--- src/rtl/ysyx_041514_pipe_ctrl.sv ---
// Pipeline hazard controller: per-stage stall/flush and a registered PC redirect.
// Optional YSYX_041514_PIPE_PERF_EN adds 64-bit stall-cycle and redirect counters.
module ysyx_041514_pipe_ctrl (
  input  logic        clk,
  input  logic        rst,
  input  logic        if_busy_i,
  input  logic        load_use_i,
  input  logic        ex_busy_i,
  input  logic        mem_busy_i,
  input  logic        bru_redirect_i,
  input  logic [63:0] bru_pc_i,
  input  logic        trap_valid_i,
  input  logic [63:0] trap_pc_i,
  output logic [5:0]  stall_valid_o,
  output logic [5:0]  flush_valid_o,
  output logic        redirect_valid_o,
  output logic [63:0] redirect_pc_o,
  output logic [63:0] stall_cnt_o,
  output logic [63:0] flush_cnt_o
);

  typedef enum logic [1:0] {IDLE, WAIT_IF, ISSUE} state_t;

  state_t      state_reg, state_next;
  logic [63:0] redirect_pc_reg, redirect_pc_next;
  logic        redirect_valid_reg;
  logic        trap_acc, bru_acc;
  logic [5:0]  stall_raw, flush_raw;

  // A trap needs a quiet MEM stage; a branch additionally needs EX settled and
  // is only taken while no redirect is already in flight.
  always_comb begin
    trap_acc = trap_valid_i & ~mem_busy_i;
    bru_acc  = bru_redirect_i & ~mem_busy_i & ~ex_busy_i & ~trap_acc & (state_reg == IDLE);
  end

  always_comb begin
    state_next       = state_reg;
    redirect_pc_next = redirect_pc_reg;
    case (state_reg)
      IDLE: begin
        if (trap_acc || bru_acc) begin
          redirect_pc_next = trap_acc ? trap_pc_i : bru_pc_i;
          state_next       = if_busy_i ? WAIT_IF : ISSUE;
        end
      end
      WAIT_IF: begin
        if (trap_acc) redirect_pc_next = trap_pc_i;
        if (!if_busy_i) state_next = ISSUE;
      end
      ISSUE: begin
        if (trap_acc) begin
          redirect_pc_next = trap_pc_i;
          state_next       = if_busy_i ? WAIT_IF : ISSUE;
        end else begin
          state_next = IDLE;
        end
      end
      default: state_next = IDLE;
    endcase
  end

  always_comb begin
    stall_raw = 6'b000000;
    flush_raw = 6'b000000;
    if (mem_busy_i) begin
      stall_raw = 6'b001111;
      flush_raw = 6'b010000;
    end else if (ex_busy_i) begin
      stall_raw = 6'b000111;
      flush_raw = 6'b001000;
    end else if (load_use_i) begin
      stall_raw = 6'b000011;
      flush_raw = 6'b000100;
    end else if (if_busy_i) begin
      stall_raw = 6'b000001;
      flush_raw = 6'b000010;
    end
    if (state_reg == WAIT_IF) begin
      stall_raw[0] = 1'b1;
      flush_raw[1] = 1'b1;
    end
    if (state_reg == ISSUE) flush_raw[1] = 1'b1;
    // A trap squashes everything younger than MEM; only the PC is held, and
    // only while an earlier redirect is still waiting on fetch.
    if (trap_acc) begin
      flush_raw = flush_raw | 6'b011110;
      stall_raw = {5'b00000, state_reg == WAIT_IF};
    end
    if (bru_acc) flush_raw = flush_raw | 6'b000110;
  end

  assign stall_valid_o    = rst ? (stall_raw & ~flush_raw) : 6'b000000;
  assign flush_valid_o    = rst ? flush_raw : 6'b000000;
  assign redirect_valid_o = redirect_valid_reg;
  assign redirect_pc_o    = redirect_pc_reg;

  always_ff @(posedge clk or negedge rst) begin
    if (!rst) begin
      state_reg          <= IDLE;
      redirect_pc_reg    <= 64'd0;
      redirect_valid_reg <= 1'b0;
    end else begin
      state_reg          <= state_next;
      redirect_pc_reg    <= redirect_pc_next;
      redirect_valid_reg <= (state_next == ISSUE);
    end
  end

`ifdef YSYX_041514_PIPE_PERF_EN
  logic [63:0] stall_cnt_reg, flush_cnt_reg;

  always_ff @(posedge clk or negedge rst) begin
    if (!rst) begin
      stall_cnt_reg <= 64'd0;
      flush_cnt_reg <= 64'd0;
    end else begin
      if (stall_valid_o[0]) stall_cnt_reg <= stall_cnt_reg + 64'd1;
      if (redirect_valid_reg) flush_cnt_reg <= flush_cnt_reg + 64'd1;
    end
  end

  assign stall_cnt_o = stall_cnt_reg;
  assign flush_cnt_o = flush_cnt_reg;
`else
  assign stall_cnt_o = 64'd0;
  assign flush_cnt_o = 64'd0;
`endif

endmodule

--- config.mk ---
export PLATFORM = sky130hd
export DESIGN_NAME = ysyx_041514_pipe_ctrl
export DESIGN_NICKNAME = d
export VERILOG_FILES = /design/src/rtl/ysyx_041514_pipe_ctrl.sv
export SDC_FILE = /design/constraint.sdc
export NUM_CORES = 1
export LEC_CHECK = 0
export CAP_MARGIN = 10
export CORE_AREA = 2 2 133 135
export DETAILED_ROUTE_END_ITERATION = 8
export DIE_AREA = 0 0 135 137
export PLACE_DENSITY = 0.67
export SYNTH_ARGS = -nofsm -noshare
export SYNTH_HDL_FRONTEND = slang
export SYNTH_SLANG_ARGS = --single-unit
export TNS_END_PERCENT = 100
--- constraint.sdc ---
create_clock -name clk -period 1.7 [get_ports clk]
set_input_delay 0.425 -clock clk [delete_from_list [all_inputs] [get_ports clk]]
set_output_delay 0.425 -clock clk [all_outputs]
set_load 0.005 [all_outputs]
Word-level counts from Yosys, hierarchy flattened --
Cells that the tools add are included.
Word-level totals: bits in registers 67, bits in latches 0, memory bits (writable) 0, ROM bits 0, input bits 136, output and inout port bits 205, logic and storage cells 48, memories 0
Operators by class: add/sub/neg operators 0, multipliers 0, divide/modulo/power cells 0, $lt $le $gt $ge 0, equal/unequal tests 5, shift operators 0, mux-type cells 25, bitwise gates (word level) 10, reductions and logical operators 5
Operator list (count):
- 64-bit two-way mux | 3
- 64-bit case mux with 2 select lines | 1
- 6-bit two-way mux | 3
- 5-bit two-way mux | 3
- 2-bit two-way mux | 6
- 3-bit two-way mux | 3
- 6-bit AND | 1
- 5-bit NOT with 6-bit output | 1
- 2-bit case mux with 3 select lines | 1
- 1-bit AND | 5
- 2-bit == test, second input constant | 2
- 1-bit two-way mux | 4
- 4-bit two-way mux | 1
- 2-bit by 1-bit != test with 1-bit output, second input constant | 2
- 1-bit NOT | 3
- 3-bit AND reduction | 1
- 2-bit by 1-bit == test with 1-bit output, second input constant | 1
- 2-bit zero test | 1
- 2-bit nonzero test | 1
- 2-bit OR reduction | 1
- 1-bit logical OR | 1

Logic depth before layout (Yosys ltp) --
Gate-level depths: netlist of run 1.
depth after elaboration 11, depth in mapped cells 8, gate-level depth less buffers 6

Worst setup path before layout of run 1 --
No wires, ideal clock.
path kind flip-flop to flip-flop, start register state_reg[0], end register redirect_pc_reg[0], in the netlist redirect_pc_o[0], setup time 0.126 ns, arrival 1.607 ns, data required time 1.574 ns, setup slack -0.033 ns, cell stages (with the launch flop) 8, path buffers 2, period minus slack after synthesis 1.733 ns, cell sequence dfrtp_1 > inv_1 > ha_1 > nor4b_2 > o31a_1 > buf_2 > buf_2 > a21oi_1
Between the ends: longest elaborated chain between the ends 5, elaborated cells between the ends (all ways) 11, those cells by class eq/ne: 4; mux: 1; bitwise: 1; reduce/logical: 5
Ends and longest elaborated chain:
- start: declaration | line 24 | state_t state_reg, state_next;
- start signal: assignment | line 104 | state_reg <= state_next;
- 2-bit zero test | line 34, 40
- 1-bit AND | line 34 | bru_acc = bru_redirect_i & ~mem_busy_i & ~ex_busy_i & ~trap_acc & (state_reg == IDLE);
- 1-bit logical OR | line 42 | if (trap_acc || bru_acc) begin
- 2-bit by 1-bit != test with 1-bit output (no line)
- 3-bit AND reduction (no line)
- end signal: assignment | line 105 | redirect_pc_reg <= redirect_pc_next;
- end: declaration | line 25 | logic [63:0] redirect_pc_reg, redirect_pc_next;
Parallel ways exist; a longest one is shown, timed or not. A chain may end at the register's enable or synchronous reset.

Worst setup path in the final report of run 1 --
start register state_reg[0], end output port stall_valid_o[1]
Between the ends: longest elaborated chain between the ends 8, elaborated cells between the ends (all ways) 11, those cells by class eq/ne: 2; mux: 5; bitwise: 3; reduce/logical: 1
Ends and longest elaborated chain:
- 2-bit by 1-bit == test with 1-bit output | line 79 | if (state_reg == WAIT_IF) begin
- 1-bit two-way mux | line 79
- 1-bit two-way mux | line 83 | if (state_reg == ISSUE) flush_raw[1] = 1'b1;
- 5-bit two-way mux | line 86 | if (trap_acc) begin
- 3-bit two-way mux * | line 90 | if (bru_acc) flush_raw = flush_raw | 6'b000110;
- 5-bit NOT with 6-bit output * | line 93 | assign stall_valid_o = rst ? (stall_raw & ~flush_raw) : 6'b000000;
- 6-bit AND * | line 93
- 6-bit two-way mux * | line 93
- end: declaration | line 14 | output logic [5:0] stall_valid_o,
Every way passes the cells marked *; elsewhere a longest branch is shown, timed or not.

==> results.md, run 1 <==
* Hold Crit Class: in2async
* Leak Pwr at 3.99 nW
* CTS Buf Count at 9
* Fill count at approximately 1.5k
* Skew final at approximately 0.0095 ns
* Core area at 0.0171 mm^2
* Sw Share at 37.5%
* Num rows at 48
* RR Endpoint: redirect_pc_o[31]
* Final worst setup slack at -0.494 ns
* Max H-tree Level at 3
* Final WL at 16,400 um
* Vias per cell at ~4.1
* Fmax at 456 MHz
* P_sw at 0.00632 W
* Setup violators final at 68
* WL/cell at ~17 um
* First-pass GRT wire length at a little over 20,000 um
* Storage cell area at 0.00168 mm^2
* Hold slack final at 0.218 ns
* Worst slack, placed at -0.780 ns
* I/O pin cnt at 341
* HPWL Detailed at 8820 um
* MaxCap Viol Count at 0
* Initial Utilization at between 20% and 30%
* RePlAce Congestion at between 0.7 and 0.8
* Crit end category: output port
* Clock Tree Buf Depth at 2
* CTS tree: built
* Total power at 0.0169 W
* Vias in the first global route at 3,684
* # DRC at 0
* Dominant delay contributor by cell family on the critical path: buffers and inverters
* All-layer global routing usage at 14.6%
* Final Slew Violations at 0
* Required time worst endpoint at 1.27 ns
* R2R Path Start: state_reg[0]
* Largest net degree at the start of global routing at 36
* Clock Tree Root: clkbuf_16
* R2r worst-path depth at 10
* Clock insertion delay at the later pin of the skew report at between 0.3 and 0.4 ns
* Clock-pin slew on the worst setup and hold paths at 0.06 ns
* Post-synthesis instance total at around 460
* Sequential area share after synthesis at 38.4%
* Final period util at 129%
* Initial antenna violation count at 0
* RSZ-0062 raised after global routing: true
* Flop pwr share at 18.7%
* Crit-path cells: inv_2 > ha_4 > nand3b_1 > a21oi_2 > buf_4 > buf_6 > nor4bb_2 > buf_2
* CP Launch Type: flop
* Pre-antenna DRT Iters at 4
* Worst Path Buf+Inv at 4
* Final net count at 887
* Clk pwr share at 13.2%
* WS Path Type: reg2out
* Status: finished with violations
* Post-Place Cells at 910
* Failing checks: setup timing
* Die height at 137 um
* Total number of vias at 3,989
* Critical Path Fanout Max at 2
* Fin crit period at 2.19 ns
* Ys Warns at 0
* Synthesized flop and latch total at 67
* PortBufs at approximately 210
* Max VDD drop at around 0.83 mV
* Total gr overflow at 0
* Clock sink count at 67
* R2R setup slack at -0.19 ns
* Placed inst area at 0.00643 mm^2
* Post-route cell area at between 0.008 and 0.009 mm^2
* Die W at 135 um
* Unique masters post-synth at 28
* Netlist area before placement at 0.00437 mm^2
* Final ANT Viol Nets at 0
* Synth-to-Final Area Change at 98.3%
* Die area at ~0.018 mm^2
* Worst Path Arrival at 1.77 ns
* Post-Synthesis Mean Instance Area at 9.48 um^2
* Iteration-0 DRC Markers at 74
* Gate power share at 68.1%
* Internal at 0.0105 W
* Final Hold Violating Endpoints at 0
* Share of cells above drive strength 1 at 35.5%
* Max reg flops at 64
* Power density over the cells at 1950 mW/mm^2
* N_diodes at 0
* Multi-input logic area at approximately 0.0028 mm^2
* Worst path slowest cell: dfrtp_1
* Finished Layout Cells at roughly 980
* Crit. Startpoint: state_reg[0]
* CP peak stage delay at 0.37 ns
[power groups by stage]
stage	logic, W	registers, W	clock network, W
6_report	0.0115	0.00315	0.00223
5_1_grt	0.0122	0.00325	0.00234
2_1_floorplan	0.00321	0.00291	0
4_1_cts	0.00845	0.00285	0.00228
3_5_place_dp	0.00608	0.00284	0
3_3_place_gp	0.00602	0.00282	0
[kinds of logic after synthesis]
| family | count (synthesis) | share of synthesized area [%] |
|---|---|---|
| AOI/OAI and AO/OA | 81 | 10.1 |
| muxes | 64 | 14.7 |
| and+or+nand+nor | 85 | 8.62 |
| other | 1 | 0.0858 |
| adders and majority gates | 4 | 1.15 |
| buffers and inverters | 159 | 27.0 |
| DFF | 67 | 38.4 |
[worst max-delay path by stage]
stage	endpoint	slack [ns]	depth (start not counted)
2_1_floorplan	redirect_pc_o[0]	-0.03	7
3_3_place_gp	flush_valid_o[1]	-0.74	6
3_5_place_dp	flush_valid_o[1]	-0.78	6
4_1_cts	stall_valid_o[1]	-0.45	8
5_1_grt	flush_valid_o[2]	-0.58	9
6_report	stall_valid_o[1]	-0.49	8
[through the flow]
| step | setup TNS [ns] | utilization, % |
|---|---|---|
| floorplan | -0.665 | - |
| CTS | -4.92 | 43.7 |
| finish | -10.57 | 50.8 |
| detailed placement | -40.98 | 37.7 |
| global placement | -39.88 | 37.7 |
| global route | -17.21 | 50.8 |
[placed cells by master, fill, tap and decap left out, drive strengths merged, types with 2 or more instances in the layout]
cell type and n:
a21oi 69, and2 2, buf 83, bufinv 3
clkbuf 26, clkdlybuf4s50 150, clkinv 3, conb 132
dfrtp 67, dlygate4sd2 5, dlymetal6s2s 43, ha 4
inv 6, mux2i 64, nand2 3, nor2 70
nor2b 5, o211a 2, o211ai 3, o21a 2
[layer usage]
| layer | part of all wire (%) | vias to the layer above | track usage (%) |
|---|---|---|---|
| met5 | 0 | - | 0 |
| li1 | - | 1860 | - |
| met2 | 54 | 220 | 25.9 |
| met4 | 3.0 | 0 | 6.42 |
| met3 | 7.0 | 26 | 4.11 |
| met1 | 36 | 1883 | 16.3 |
[synthesized netlist by cell type (all sizes together)]
master | number | area, um^2
buf | 153 | 1160
nor2 | 70 | 270
a21oi | 69 | 345
dfrtp | 67 | 1680
mux2i | 64 | 641
inv | 6 | 22.5
nor2b | 5 | 38.8
ha | 4 | 50.1
nand2 | 3 | 11.3
o211ai | 3 | 22.5
and2 | 2 | 12.5
o211a | 2 | 20.0
o21a | 2 | 15.0
a2111oi | 1 | 8.76
a22o | 1 | 8.76
a31o | 1 | 8.76
conb | 1 | 3.75
nand2b | 1 | 6.26
nand3b | 1 | 7.51
nor3 | 1 | 5.00
nor4b | 1 | 15.0
nor4bb | 1 | 10.0
o21ai | 1 | 5.00
o31a | 1 | 8.76
[what timing repair did]
action | CTS | global route
buffers inserted | 17 | 9
gates resized for setup | 95 | 238
setup endpoints to repair | 73 | 71
hold buffers | 0 | 0
gates cloned | 12 | 15
pin swaps | 25 | 14
[cell type report]
class / instances / area share (%)
timing repair buffer: 297 / 40.5
sequential: 67 / 19.3
multi-input combinational: 366 / 32.6
clock buffer: 10 / 2.76
tap: 225 / 3.25
clock inverter: 6 / 1.30
inverter: 6 / 0.260
(Power assumes the default switching activity.)
==> run 2, diff against run 1 <==
--- a/config.mk
+++ b/config.mk
@@ -7,6 +7,7 @@
 export LEC_CHECK = 0
 export CAP_MARGIN = 10
 export CORE_AREA = 2 2 133 135
+export CTS_CLUSTER_SIZE = 28
 export DETAILED_ROUTE_END_ITERATION = 8
 export DIE_AREA = 0 0 135 137
 export PLACE_DENSITY = 0.67
==> results of run 2 <==
Final layout, timing and power as in run 1 (identical DEF).
